**src/rtl/alu_pkg.sv**
```systemverilog
// alu_pkg: shared widths, opcodes and arbiter states
// for the shared ALU arbiter.
package alu_pkg;

  localparam int NUM_SIZE = 32;
  localparam int CMD_SIZE_LOG2 = 3;
  localparam int CMD_W = 2 ** CMD_SIZE_LOG2;

  typedef enum logic [CMD_W-1:0] {
    NOOP = CMD_W'(0),
    ADD  = CMD_W'(1)
  } alu_cmd_e;

  typedef enum logic [1:0] {
    ST_INIT,
    ST_IDLE,
    ST_EXEC,
    ST_RESP
  } arb_state_e;

  function automatic logic is_legal_cmd(
    input logic [CMD_W-1:0] cmd
  );
    return (cmd == NOOP) || (cmd == ADD);
  endfunction

endpackage

```
**src/rtl/alu_arbiter_rr_pick.sv**
```systemverilog
// rr_pick: combinational round-robin picker,
// first requester at or after ptr wins.
module rr_pick #(
  parameter int N  = 4,
  parameter int IW = (N > 1) ? $clog2(N) : 1
) (
  input  logic [N-1:0]  req,
  input  logic [IW-1:0] ptr,
  output logic [N-1:0]  gnt,
  output logic [IW-1:0] idx,
  output logic          any
);

  logic [IW-1:0] j;

  // Scan downwards so the closest index to ptr is written last.
  always_comb begin
    gnt = '0;
    idx = '0;
    j   = '0;
    any = |req;
    for (int k = N - 1; k >= 0; k--) begin
      j = IW'((int'(ptr) + k) % N);
      if (req[j]) idx = j;
    end
    if (any) gnt[idx] = 1'b1;
  end

endmodule

```
**src/rtl/alu_arbiter.sv**
```systemverilog
// alu_arbiter: shares one registered ALU between
// NUM_REQ requesters, one op in flight.
module alu_arbiter
  import alu_pkg::*;
#(
  parameter int NUM_REQ = 4
) (
  input  logic                         clk,
  input  logic                         reset,
  input  logic [NUM_REQ-1:0]           req_valid,
  output logic [NUM_REQ-1:0]           req_ready,
  input  logic [NUM_REQ*NUM_SIZE-1:0]  req_in1,
  input  logic [NUM_REQ*NUM_SIZE-1:0]  req_in2,
  input  logic [NUM_REQ*CMD_W-1:0]     req_cmd,
  output logic [NUM_REQ-1:0]           rsp_valid,
  input  logic [NUM_REQ-1:0]           rsp_ready,
  output logic signed [NUM_SIZE-1:0]   rsp_data,
  output logic                         rsp_err,
  output logic                         alu_enable,
  output logic                         alu_reset,
  output logic signed [NUM_SIZE-1:0]   alu_in1,
  output logic signed [NUM_SIZE-1:0]   alu_in2,
  output logic [CMD_W-1:0]             alu_cmd,
  input  logic signed [NUM_SIZE-1:0]   alu_out,
  output logic                         busy
);

  localparam int IW = (NUM_REQ > 1) ? $clog2(NUM_REQ) : 1;

  arb_state_e           state;
  logic [IW-1:0]        rr_ptr;
  logic [IW-1:0]        owner;
  logic                 err_q;

  logic [NUM_REQ-1:0]   gnt;
  logic [IW-1:0]        win;
  logic                 any;
  logic [CMD_W-1:0]     win_cmd;
  logic                 hs;
  logic                 legal;
  logic                 init_act;
  logic                 done;
  logic [IW-1:0]        nxt_ptr;

  rr_pick #(
    .N  (NUM_REQ),
    .IW (IW)
  ) u_pick (
    .req (req_valid),
    .ptr (rr_ptr),
    .gnt (gnt),
    .idx (win),
    .any (any)
  );

  always_comb begin
    win_cmd  = req_cmd[win*CMD_W +: CMD_W];
    legal    = is_legal_cmd(win_cmd);
    hs       = (state == ST_IDLE) && any;
    // Quiet the INIT strobes while reset is still held.
    init_act = (state == ST_INIT) && reset;
    done     = (state == ST_RESP) && rsp_ready[owner];
    nxt_ptr  = (owner == IW'(NUM_REQ - 1)) ? '0 : owner + 1'b1;
  end

  always_comb begin
    req_ready  = '0;
    alu_in1    = '0;
    alu_in2    = '0;
    alu_cmd    = NOOP;
    alu_enable = 1'b0;
    alu_reset  = 1'b0;
    unique case (1'b1)
      init_act: begin
        alu_enable = 1'b1;
        alu_reset  = 1'b1;
      end
      hs: begin
        req_ready  = gnt;
        alu_in1    = req_in1[win*NUM_SIZE +: NUM_SIZE];
        alu_in2    = req_in2[win*NUM_SIZE +: NUM_SIZE];
        alu_cmd    = win_cmd;
        alu_enable = legal;
      end
      default: ;
    endcase
  end

  always_comb begin
    rsp_valid = '0;
    if (state == ST_RESP) rsp_valid[owner] = 1'b1;
    rsp_data = ((state == ST_RESP) && !err_q) ? alu_out : '0;
    rsp_err  = (state == ST_RESP) && err_q;
    busy     = (state != ST_IDLE);
  end

  always_ff @(posedge clk or negedge reset) begin
    if (!reset) begin
      state  <= ST_INIT;
      rr_ptr <= '0;
      owner  <= '0;
      err_q  <= 1'b0;
    end else begin
      unique case (state)
        ST_INIT: state <= ST_IDLE;
        ST_IDLE: begin
          if (hs) begin
            owner <= win;
            if (legal) begin
              state <= ST_EXEC;
            end else begin
              err_q <= 1'b1;
              state <= ST_RESP;
            end
          end
        end
        ST_EXEC: state <= ST_RESP;
        ST_RESP: begin
          if (done) begin
            rr_ptr <= nxt_ptr;
            err_q  <= 1'b0;
            state  <= ST_IDLE;
          end
        end
        default: state <= ST_INIT;
      endcase
    end
  end

endmodule

```
**config.mk**
```make
export PLATFORM = sky130hd
export DESIGN_NAME = alu_arbiter
export DESIGN_NICKNAME = d
export VERILOG_FILES = /design/src/rtl/alu_pkg.sv /design/src/rtl/alu_arbiter_rr_pick.sv /design/src/rtl/alu_arbiter.sv
export SDC_FILE = /design/constraint.sdc
export NUM_CORES = 1
export LEC_CHECK = 0
export BUFFER_PORTS_ARGS = -buffer_cell sky130_fd_sc_hd__buf_2
export CAP_MARGIN = 30
export CORE_AREA = 4 4 173 175
export CTS_CLUSTER_SIZE = 12
export DETAILED_ROUTE_END_ITERATION = 10
export DIE_AREA = 0 0 177 179
export SLEW_MARGIN = 20
export SYNTH_ARGS = -nofsm -noshare
export SYNTH_HDL_FRONTEND = slang
export SYNTH_SLANG_ARGS = --single-unit
```
**constraint.sdc**
```tcl
create_clock -name clk -period 5.6 [get_ports clk]
set_input_delay 0.28 -clock clk [delete_from_list [all_inputs] [get_ports clk]]
set_output_delay 0.28 -clock clk [all_outputs]
set_load 0.03 [all_outputs]
```
==> results of run 1 <==
[report_power, final]
group / switching (mW) / internal [mW]
sequential: 0.0333 / 0.0768
combinational: 1.60 / 0.867
clock: 0.0296 / 0.0950
total: 1.67 / 1.04
[layer usage]
| metal | part of all wire [%] | global-route usage, % | wire length, um |
|---|---|---|---|
| met5 | 0.069 | 0 | 13 |
| met4 | 4.2 | 4.35 | 793 |
| met3 | 8.8 | 1.98 | 1640 |
| met2 | 49 | 19.0 | 9280 |
| met1 | 37 | 11.1 | 7020 |
[cells in the final DEF (no fill, tap or decap), types with 2 or more instances in the layout]
cell         n
buf_2      445
mux2i_1     80
nor2_1      76
mux2_2      73
a211oi_1    65
and2_1      38
inv_1        9
ha_1         8
dfrtp_1      7
nand2_1      5
o21ai_0      4
a21oi_1      3
clkbuf_16    3
buf_4        3
a21boi_0     2
and3_1       2
nor3_1       2
[what timing repair did]
action / CTS / global route
buffers inserted: 0 / 0
hold endpoints to repair: 7 / 0
hold buffers: 1 / 0
[registers in the layout (all words and copies together), names as in the netlist]
| register | count |
|---|---|
| owner | 2 |
| err_q | 1 |
| state | 2 |
| rr_ptr | 2 |
[cell families after synthesis]
| family | Yosys count | share of synthesized area [%] |
|---|---|---|
| buf+inv | 53 | 7.22 |
| fa+ha+maj | 8 | 2.95 |
| simple gates | 128 | 17.7 |
| flops | 7 | 5.16 |
| mux | 154 | 48.4 |
| compound gates | 84 | 18.5 |
[final cells by class]
type | count | area [sq um]
well taps | 384 | 480
flip-flops and latches | 7 | 175
multi-input cells | 374 | 3000
repair buffers | 451 | 2310
inverters | 9 | 33.8
clock buffers | 4 | 78.8
fillers | 3201 | 22400
diodes | 1 | 2.50
[worst max-delay path, stage by stage, from the launching register on]
cell	delay, ns
dfrtp_1	0.48
mux2i_1	0.26
a21oi_2	0.10
o21ai_4	0.08
buf_12	0.46
mux2i_1	0.27
mux2_2	0.20
nand4_2	0.16
nor2_1	0.23
a21o_1	0.18
buf_2	0.21
[path summary, 6_finish.rpt]
path	from	endpoint	slack [ns]
max reg2reg	rr_ptr[1]	err_q	2.73
max in group asynchronous	reset	err_q	4.98
max	rr_ptr[1]	alu_enable	2.31
min reg2reg	rr_ptr[0]	rr_ptr[0]	0.55
min	reset	rr_ptr[0]	0.44
min in group clk	req_valid[2]	owner[0]	0.45
[synth_stat cells, drive strengths merged, types with 2 or more instances]
cell type	number	area, sq um
a21boi	2	15.0
dfrtp	7	175
nand2	5	18.8
o21ai	5	28.8
a211oi	65	488
and3	2	12.5
inv	9	33.8
nor2	76	285
mux2	73	822
a21oi	4	23.8
clkbuf	20	75.1
mux2i	80	801
buf	24	136
nor3	2	10.0
and2	38	238
ha	8	100
==> metrics.yaml, run 1 <==
cts:
  cts_tree: "done"
  numCtsBuffers: 3
  root_buffer: "clkbuf_16"
  cts_resized: 0
  htree_num_levels: 1
  clock_sinks: 7
  clk_path_buf_depth: 2
  clk_pin_slew_ns: 0.04
  clk_latency_ns: 0.23
synth:
  synth_cell_types: 35
  synth_edf_count: 0
  ys_seq_area_share_pct: 5.16
  synth_cells: 434
  synth_nets: 772
  synth-seq-cells: 7
  yosysWarnings: 0
  syn_avg_cell_area_sq_um: 7.83
  netlist_area_sq_mm: 0.00340
  ys_async_sr_fraction_pct: 100
  ys.flop_type: "dfrtp_1"
critical_path:
  end_kind: "output port"
  reg2regPathDepth: 9
  crit_required_ns: 5.32
  arrival_ns: 3.01
  start_kind: "flip-flop"
  crit_type: "flip-flop to output port"
  crit_fanout: 148
timing:
  finClkSkew_ns: 0.000968
  report.final.slew_viol_count: 0
  whs_ns: 0.441
  rsz0062_at_grt: "false"
  finalSetupViolations: 0
  slew_headroom_pct: 24.0
  finalHoldViolCount: 0
  layout_min_cycle_time_ns: 3.29
  tightest_slew_ns: 1.14
  fmax_mhz: 304
  fin_ws_ns: 2.31
  post-route-period-util_pct: 58.8
  setup_total_negative_slack_ns: 0
job:
  cap_violations: 0
routing:
  drtPass1Iterations: 4
  drtIter0Drc: 181
  via_count: 4941
  via_per_inst: 4.02
  wl_per_cell_um: 15.2
  wirelength_um: 18700
  drc: 0
  ant_nets: 0
global_routing:
  grt_max_degree: 149
  first_global_vias: 4785
  grt_pass1_wl_um: 25500
  track_usage_pct: 10.1
  gr-total-overflow: 0
  antenna_found_initial: 2
cells_and_area:
  fin_cells: 1230
  fin_nets: 1184
  design_area_sq_mm: 0.00608
  drive_above_1_share_pct: 63.1
  final_util_pct: 21.4
  area_delta_synth_final_pct: 78.9
pwr:
  p_leak_nw: 3.40
  power.density_cell_area_mw_per_mm2: 445
  vdd_drop_max_mv: 0.199
  power_mw: 2.70
floorplanning:
  floorplan.initialDensity_pct: 11.9
  pin_count: 446
  die_area_sq_mm: 0.0317
  die_w_um: 177
  num_rows: 62
  core_sq_mm: 0.0285
  die-height_um: 179
placement:
  placed_area_sq_mm: 0.00596
  place_ws_ns: 2.50
  post-place-cells: 1223
  gp_congestion: 0.830
  place_hpwl_um: 15800
  portBuffers: 445
worst_hold_path:
  hold_path.class: "input pin to async pin"
status:
  status: "completed"
(Power assumes the default switching activity.)
==> run 2, diff against run 1 <==
==> constraint.sdc (replaced) <==
create_clock -name clk -period 3.1 [get_ports clk]
set_input_delay 0.155 -clock clk [delete_from_list [all_inputs] [get_ports clk]]
set_output_delay 0.155 -clock clk [all_outputs]
set_load 0.03 [all_outputs]
==> run 2 against run 1 <==
- final area is 2.8% higher
- clock power is 75% higher
- core utilization is 0.60 points higher
- wire length is 4.2% higher
- flip-flop and latch count stayed put
- register-to-register slack worse by 2.1 ns
- clock skew is 0.00059 ns lower
- via count is 2.1% higher
- final cell count is 1.4% higher
- combinational power is 88% higher
- die area stayed put
- largest cell class unchanged
==> metrics.yaml, run 2 (synthesis gave the netlist of run 1 again) <==
timing:
  fmax_mhz: 363
  post-route-period-util_pct: 88.9
  report.final.slew_viol_count: 0  # unchanged
  rsz0062_at_grt: "false"  # unchanged
  layout_min_cycle_time_ns: 2.76
  finalSetupViolations: 0  # unchanged
  finalHoldViolCount: 0  # unchanged
  setup_total_negative_slack_ns: 0  # unchanged
  finClkSkew_ns: 0.000373  # was 0.000968 ns
  tightest_slew_ns: 0.570  # was 1.14 ns
  slew_headroom_pct: 62.0  # was 24.0%
critical_path:
  path_cells: "a21oi_1, o21a_1, o22a_4, buf_12, buf_4, nor2_1, a211oi_1, buf_2"  # was mux2i_1, a21oi_2, o21ai_4, buf_12, mux2i_1, mux2_2, nand4_2, nor2_1, a21o_1, buf_2
  reg2regPathDepth: 7  # was 9
  cp_slowest_cell: "dfrtp_1"  # unchanged
  arrival_ns: 2.60  # was 3.01 ns
  end_kind: "output port"  # unchanged
  start_kind: "flip-flop"  # unchanged
  crit_required_ns: 2.94  # was 5.32 ns
  reg2reg_to: "err_q"  # unchanged
  timing.rr.start: "rr_ptr[1]"  # unchanged
  crit_fanout: 38  # was 148
  ff2ff_setup_slack_ns: 0.63  # was 2.73 ns
  cp_slowest_stage_delay_ns: 0.47  # was 0.48 ns
  crit_type: "flip-flop to output port"  # unchanged
routing:
  drc: 0  # unchanged
  drtPass1Iterations: 4  # unchanged
  drtIter0Drc: 166  # was 181
  via_per_inst: 4.04  # was 4.02
  ant_nets: 0  # unchanged
  wl_per_cell_um: 15.7  # was 15.2 um
  wirelength_um: 19500  # was 18700 um
  via_count: 5043  # was 4941
cells_and_area:
  design_area_sq_mm: 0.00625  # was 0.00608 sq mm
  top_regs: "owner: 2 flops, rr_ptr: 2 flops, state: 2 flops"  # unchanged
  layout_commonest_cell: "buf_2"  # unchanged
  drive_above_1_share_pct: 63.8  # was 63.1%
  area_delta_synth_final_pct: 83.9  # was 78.9%
  fin_nets: 1201  # was 1184
  final_cell_mix: "445 x buf_2, 80 x mux2i_1, 76 x nor2_1"  # unchanged
global_routing:
  grt_max_degree: 52  # was 149
  grt_pass1_wl_um: 26500  # was 25500 um
  track_usage_pct: 10.6  # was 10.1%
  antenna_found_initial: 3  # was 2
  gr-total-overflow: 0  # unchanged
  first_global_vias: 4913  # was 4785
floorplanning:
  pin_count: 446  # unchanged
  core_sq_mm: 0.0285  # unchanged
  floorplan.initialDensity_pct: 11.9  # unchanged
  die-height_um: 179  # unchanged
  die_w_um: 177  # unchanged
  die_area_sq_mm: 0.0317  # unchanged
  num_rows: 62  # unchanged
pwr:
  p_seq_share_pct: 3.9  # was 4.1%
  vdd_drop_max_mv: 0.273  # was 0.199 mV
  p_int_mw: 1.99  # was 1.04 mW
  p_switching_mw: 3.08  # was 1.67 mW
  p_leak_nw: 3.50  # was 3.40 nW
  power_mw: 5.07  # was 2.70 mW
  power.density_cell_area_mw_per_mm2: 812  # was 445 mW/mm^2
  pwr-share-comb_pct: 91.7  # was 91.3%
  p_sw_share_pct: 60.7  # was 61.6%
  clkPwrFrac_pct: 4.3  # was 4.6%
worst_hold_path:
  hold_path.class: "input pin to async pin"  # unchanged
cts:
  clk_pin_slew_ns: 0.04  # about the same
  cts_resized: 0  # unchanged
  root_buffer: "clkbuf_16"  # unchanged
  clk_path_buf_depth: 2  # unchanged
  clk_latency_ns: 0.23  # about the same
  clock_sinks: 7  # unchanged
  cts_tree: "done"  # unchanged
  htree_num_levels: 1  # unchanged
  numCtsBuffers: 3  # unchanged
placement:
  gp_congestion: 0.859  # was 0.830
  portBuffers: 445  # unchanged
  placed_area_sq_mm: 0.00611  # was 0.00596 sq mm
  place_hpwl_um: 17000  # was 15800 um
status:
  status: "completed"  # unchanged
job:
  cap_violations: 0  # unchanged
-- run 2: routing by layer --
| layer | GRT usage, % | vias to the layer above | part of all wire [%] |
|---|---|---|---|
| li1 | - | 2441 | - |
| met1 | 11.4 | 2288 | 35 |
| met2 | 20.9 | 292 | 53 |
| met3 | 2.19 | 18 | 9.6 |
| met4 | 2.84 | 4 | 1.8 |
| met5 | 0 | - | 0.17 |
-- run 2: worst max-delay path by stage --
| stage | slack, ns | cells past startpoint | start | end |
|---|---|---|---|---|
| 2_1_floorplan | 0.51 | 9 | rr_ptr[1] | alu_in1[18] |
| 3_3_place_gp | 0.36 | 9 | rr_ptr[1] | alu_enable |
| 3_5_place_dp | 0.30 | 8 | rr_ptr[1] | err_q |
| 4_1_cts | 0.04 | 9 | rr_ptr[1] | alu_enable |
| 5_1_grt | 0.14 | 8 | rr_ptr[1] | alu_in2[16] |
| 6_report | 0.34 | 8 | rr_ptr[1] | alu_in2[16] |
-- run 2: critical path: cells and delay by family (launching register included) --
| kind | cells | cell delay (ns) |
|---|---|---|
| flip-flops | 1 | 0.47 |
| AO/OA/AOI/OAI | 4 | 1.03 |
| buffers and inverters | 3 | 0.76 |
| AND/OR/NAND/NOR | 1 | 0.09 |
-- run 2: power groups by stage --
stage	combinational, mW	clock [mW]	sequential, mW
floorplan	3.26	0	0.174
detailed placement	4.65	0	0.197
global placement	4.62	0	0.193
CTS	4.66	0.224	0.196
global route	4.98	0.232	0.208
finish	4.65	0.219	0.200
-- run 2: layout make-up --
cell class	instances	area [sq um]
sequential	7	175
inverter	9	33.8
fill	3186	22200
timing repair buffer	468	2480
antenna	1	2.50
tap	384	480
multi-input combinational	374	3000
clock buffer	4	78.8
-- run 2: through the flow --
step           worst slack, ns  instances  hold WS (ns)  util, %
3_5_place_dp             0.297       1237        0.0195     21.5
5_1_grt                  0.136       1247         0.336     21.9
4_1_cts                 0.0406       1242         0.307     21.8
3_3_place_gp             0.359       1237        0.0138     21.5
6_report                 0.345       1247         0.307     21.9
2_1_floorplan            0.512        434        -0.141        -
-- run 2: repair_timing --
action,in CTS,in global routing
setup buffers,0,4
hold endpoints to repair,7,0
hold buffers,1,0
setup endpoints to repair,0,14
==> run 3, diff against run 2 <==
==> constraint.sdc (replaced) <==
create_clock -name clk -period 3.45 [get_ports clk]
set_input_delay 0.1725 -clock clk [delete_from_list [all_inputs] [get_ports clk]]
set_output_delay 0.1725 -clock clk [all_outputs]
set_load 0.03 [all_outputs]
==> run 3 against run 2 <==
- via count shrank 2.3%
- total power shrank 13%
- largest cell class unchanged
- critical path depth grew 1
- largest power group unchanged
- core utilization shrank 0.45 points
==> metrics.yaml, run 3 (synthesis gave the netlist of run 1 again) <==
status:
  status: "completed"  # unchanged
critical_path:
  crit_path_start: "rr_ptr[1]"  # unchanged
  cp_slowest_cell: "dfrtp_1"  # unchanged
  path_cells: "mux2i_1, a21oi_2, o21ai_4, buf_4, buf_4, mux2_2, nor2_1, a211oi_1, buf_2"  # was a21oi_1, o21a_1, o22a_4, buf_12, buf_4, nor2_1, a211oi_1, buf_2
  worstSetupEndpoint: "alu_in1[25]"  # was alu_in2[16]
  path_common_cell: "buf_4"
  end_kind: "output port"  # unchanged
  start_kind: "flip-flop"  # unchanged
  arrival_ns: 2.64  # was 2.60 ns
  ff2ff_setup_slack_ns: 0.96  # was 0.63 ns
  crit_fanout: 29  # was 38
  crit_type: "flip-flop to output port"  # unchanged
  reg2reg_to: "err_q"  # unchanged
  crit_required_ns: 3.28  # was 2.94 ns
  timing.rr.start: "rr_ptr[1]"  # unchanged
  reg2regPathDepth: 9  # was 7
  cp_slowest_stage_delay_ns: 0.48  # was 0.47 ns
placement:
  portBuffers: 445  # unchanged
  post-place-cells: 1229  # was 1237
  place_hpwl_um: 16400  # was 17000 um
  gp_congestion: 0.880  # was 0.859
  place_ws_ns: 0.891  # was 0.297 ns
cells_and_area:
  fin_nets: 1189  # was 1201
  top_regs: "owner: 2 flops, rr_ptr: 2 flops, state: 2 flops"  # unchanged
  fillers: 3191  # was 3186
  fin_cells: 1235  # was 1247
  final_cell_mix: "445 x buf_2, 80 x mux2i_1, 76 x nor2_1"  # unchanged
  final-seq-area_sq_um: 175  # unchanged
  multi_input_area_sq_mm: 0.00300  # unchanged
  layout_commonest_cell: "buf_2"  # unchanged
  drive_above_1_share_pct: 63.3  # was 63.8%
  area_delta_synth_final_pct: 80.2  # was 83.9%
timing:
  finalSetupViolations: 0  # unchanged
  slew_headroom_pct: 63.4  # was 62.0%
  fin_ws_ns: 0.639  # was 0.345 ns
  whs_ns: 0.338  # was 0.307 ns
  rsz0062_at_grt: "false"  # unchanged
  finClkSkew_ns: 0.00272  # was 0.000373 ns
  post-route-period-util_pct: 81.5
  fmax_mhz: 356
  report.final.slew_viol_count: 0  # unchanged
  layout_min_cycle_time_ns: 2.81
  tightest_slew_ns: 0.550  # was 0.570 ns
  finalHoldViolCount: 0  # unchanged
  setup_total_negative_slack_ns: 0  # unchanged
routing:
  wirelength_um: 18900  # was 19500 um
  drtIter0Drc: 124  # was 166
  met2_wirelength_um: 9330  # was 10300 um
  wl_met3_um: 1680  # was 1880 um
  drc: 0  # unchanged
  wl_per_cell_um: 15.3  # was 15.7 um
  via_count: 4926  # was 5043
  drtPass1Iterations: 4  # unchanged
  via_per_inst: 3.99  # was 4.04
  dr.max_layer_used: "met4"  # was met5
  wl_met1_um: 6980  # was 6930 um
  ant_nets: 0  # unchanged
floorplanning:
  core_sq_mm: 0.0285  # unchanged
  floorplan.initialDensity_pct: 11.9  # unchanged
  pin_count: 446  # unchanged
  die_area_sq_mm: 0.0317  # unchanged
  die-height_um: 179  # unchanged
  die_w_um: 177  # unchanged
  num_rows: 62  # unchanged
cts:
  ctsHoldBuffers: 1  # unchanged
  root_buffer: "clkbuf_16"  # unchanged
  post-cts-setup-buffers: 0  # unchanged
  htree_num_levels: 1  # unchanged
  cts_resized: 0  # unchanged
  cts_tree: "done"  # unchanged
  clk_pin_slew_ns: 0.04  # about the same
  clock_sinks: 7  # unchanged
  clk_latency_ns: 0.23  # about the same
  numCtsBuffers: 3  # unchanged
  clk_path_buf_depth: 2  # unchanged
global_routing:
  grt_pass1_wl_um: 26000  # was 26500 um
  first_global_vias: 4927  # was 4913
  track_usage_pct: 10.4  # was 10.6%
  antenna_found_initial: 1  # was 3
  gr-total-overflow: 0  # unchanged
  grt_max_degree: 57  # was 52
pwr:
  p_leak_nw: 3.43  # was 3.50 nW
  vdd_drop_max_mv: 0.206  # was 0.273 mV
  power.density_cell_area_mw_per_mm2: 720  # was 812 mW/mm^2
worst_hold_path:
  hold_path.class: "input pin to async pin"  # unchanged
job:
  cap_violations: 0  # unchanged
[run 3: changes by cell type in the layout (fill, tap and decap cells not counted)]
cell,delta
buf_12,-3
buf_4,-9
[run 3: stage by stage]
| step | power, mW | area (sq um) | utilization [%] |
|---|---|---|---|
| after detailed placement | 4.24 | 6030 | 21.2 |
| after global routing | 4.73 | 6120 | 21.5 |
| after global placement | 4.22 | 6030 | 21.2 |
| after CTS | 4.46 | 6120 | 21.5 |
| final | 4.41 | 6120 | 21.5 |
| after floorplan | 3.09 | 3400 | - |
[run 3: report_power, final]
group	switching [mW]	internal, mW	total [mW]
sequential	0.0542	0.125	0.179
clock	0.0422	0.154	0.196
combinational	2.62	1.41	4.03
total	2.72	1.69	4.41
[run 3: area by class of cell]
cell class / count / area share, %
multi-input combinational: 374 / 49.0
timing repair buffer: 456 / 38.4
tap: 384 / 7.85
sequential: 7 / 2.86
clock buffer: 4 / 1.29
inverter: 9 / 0.552
antenna: 1 / 0.0409
[run 3: critical path: cells and delay by family, from the launching register on]
kind,cells,cell delay (ns)
multiplexers,2,0.66
AO/OA/AOI/OAI,3,0.28
AND/OR/NAND/NOR,1,0.11
buffers and inverters,3,0.87
flip-flops,1,0.48
[run 3: layer usage]
metal,global-route usage [%],vias up
met5,0,-
met4,4.90,0
met3,1.81,31
met2,19.3,299
met1,11.4,2170
li1,-,2426
[run 3: worst min path at each step]
| stage | endpoint | slack, ns | cells after the start |
|---|---|---|---|
| final | state[1] | 0.34 | 2 |
| after global routing | state[1] | 0.36 | 2 |
| after CTS | err_q | 0.34 | 2 |
| after detailed placement | owner[1] | 0.03 | 1 |
| after global placement | owner[1] | 0.03 | 1 |
| after floorplan | err_q | -0.12 | 0 |
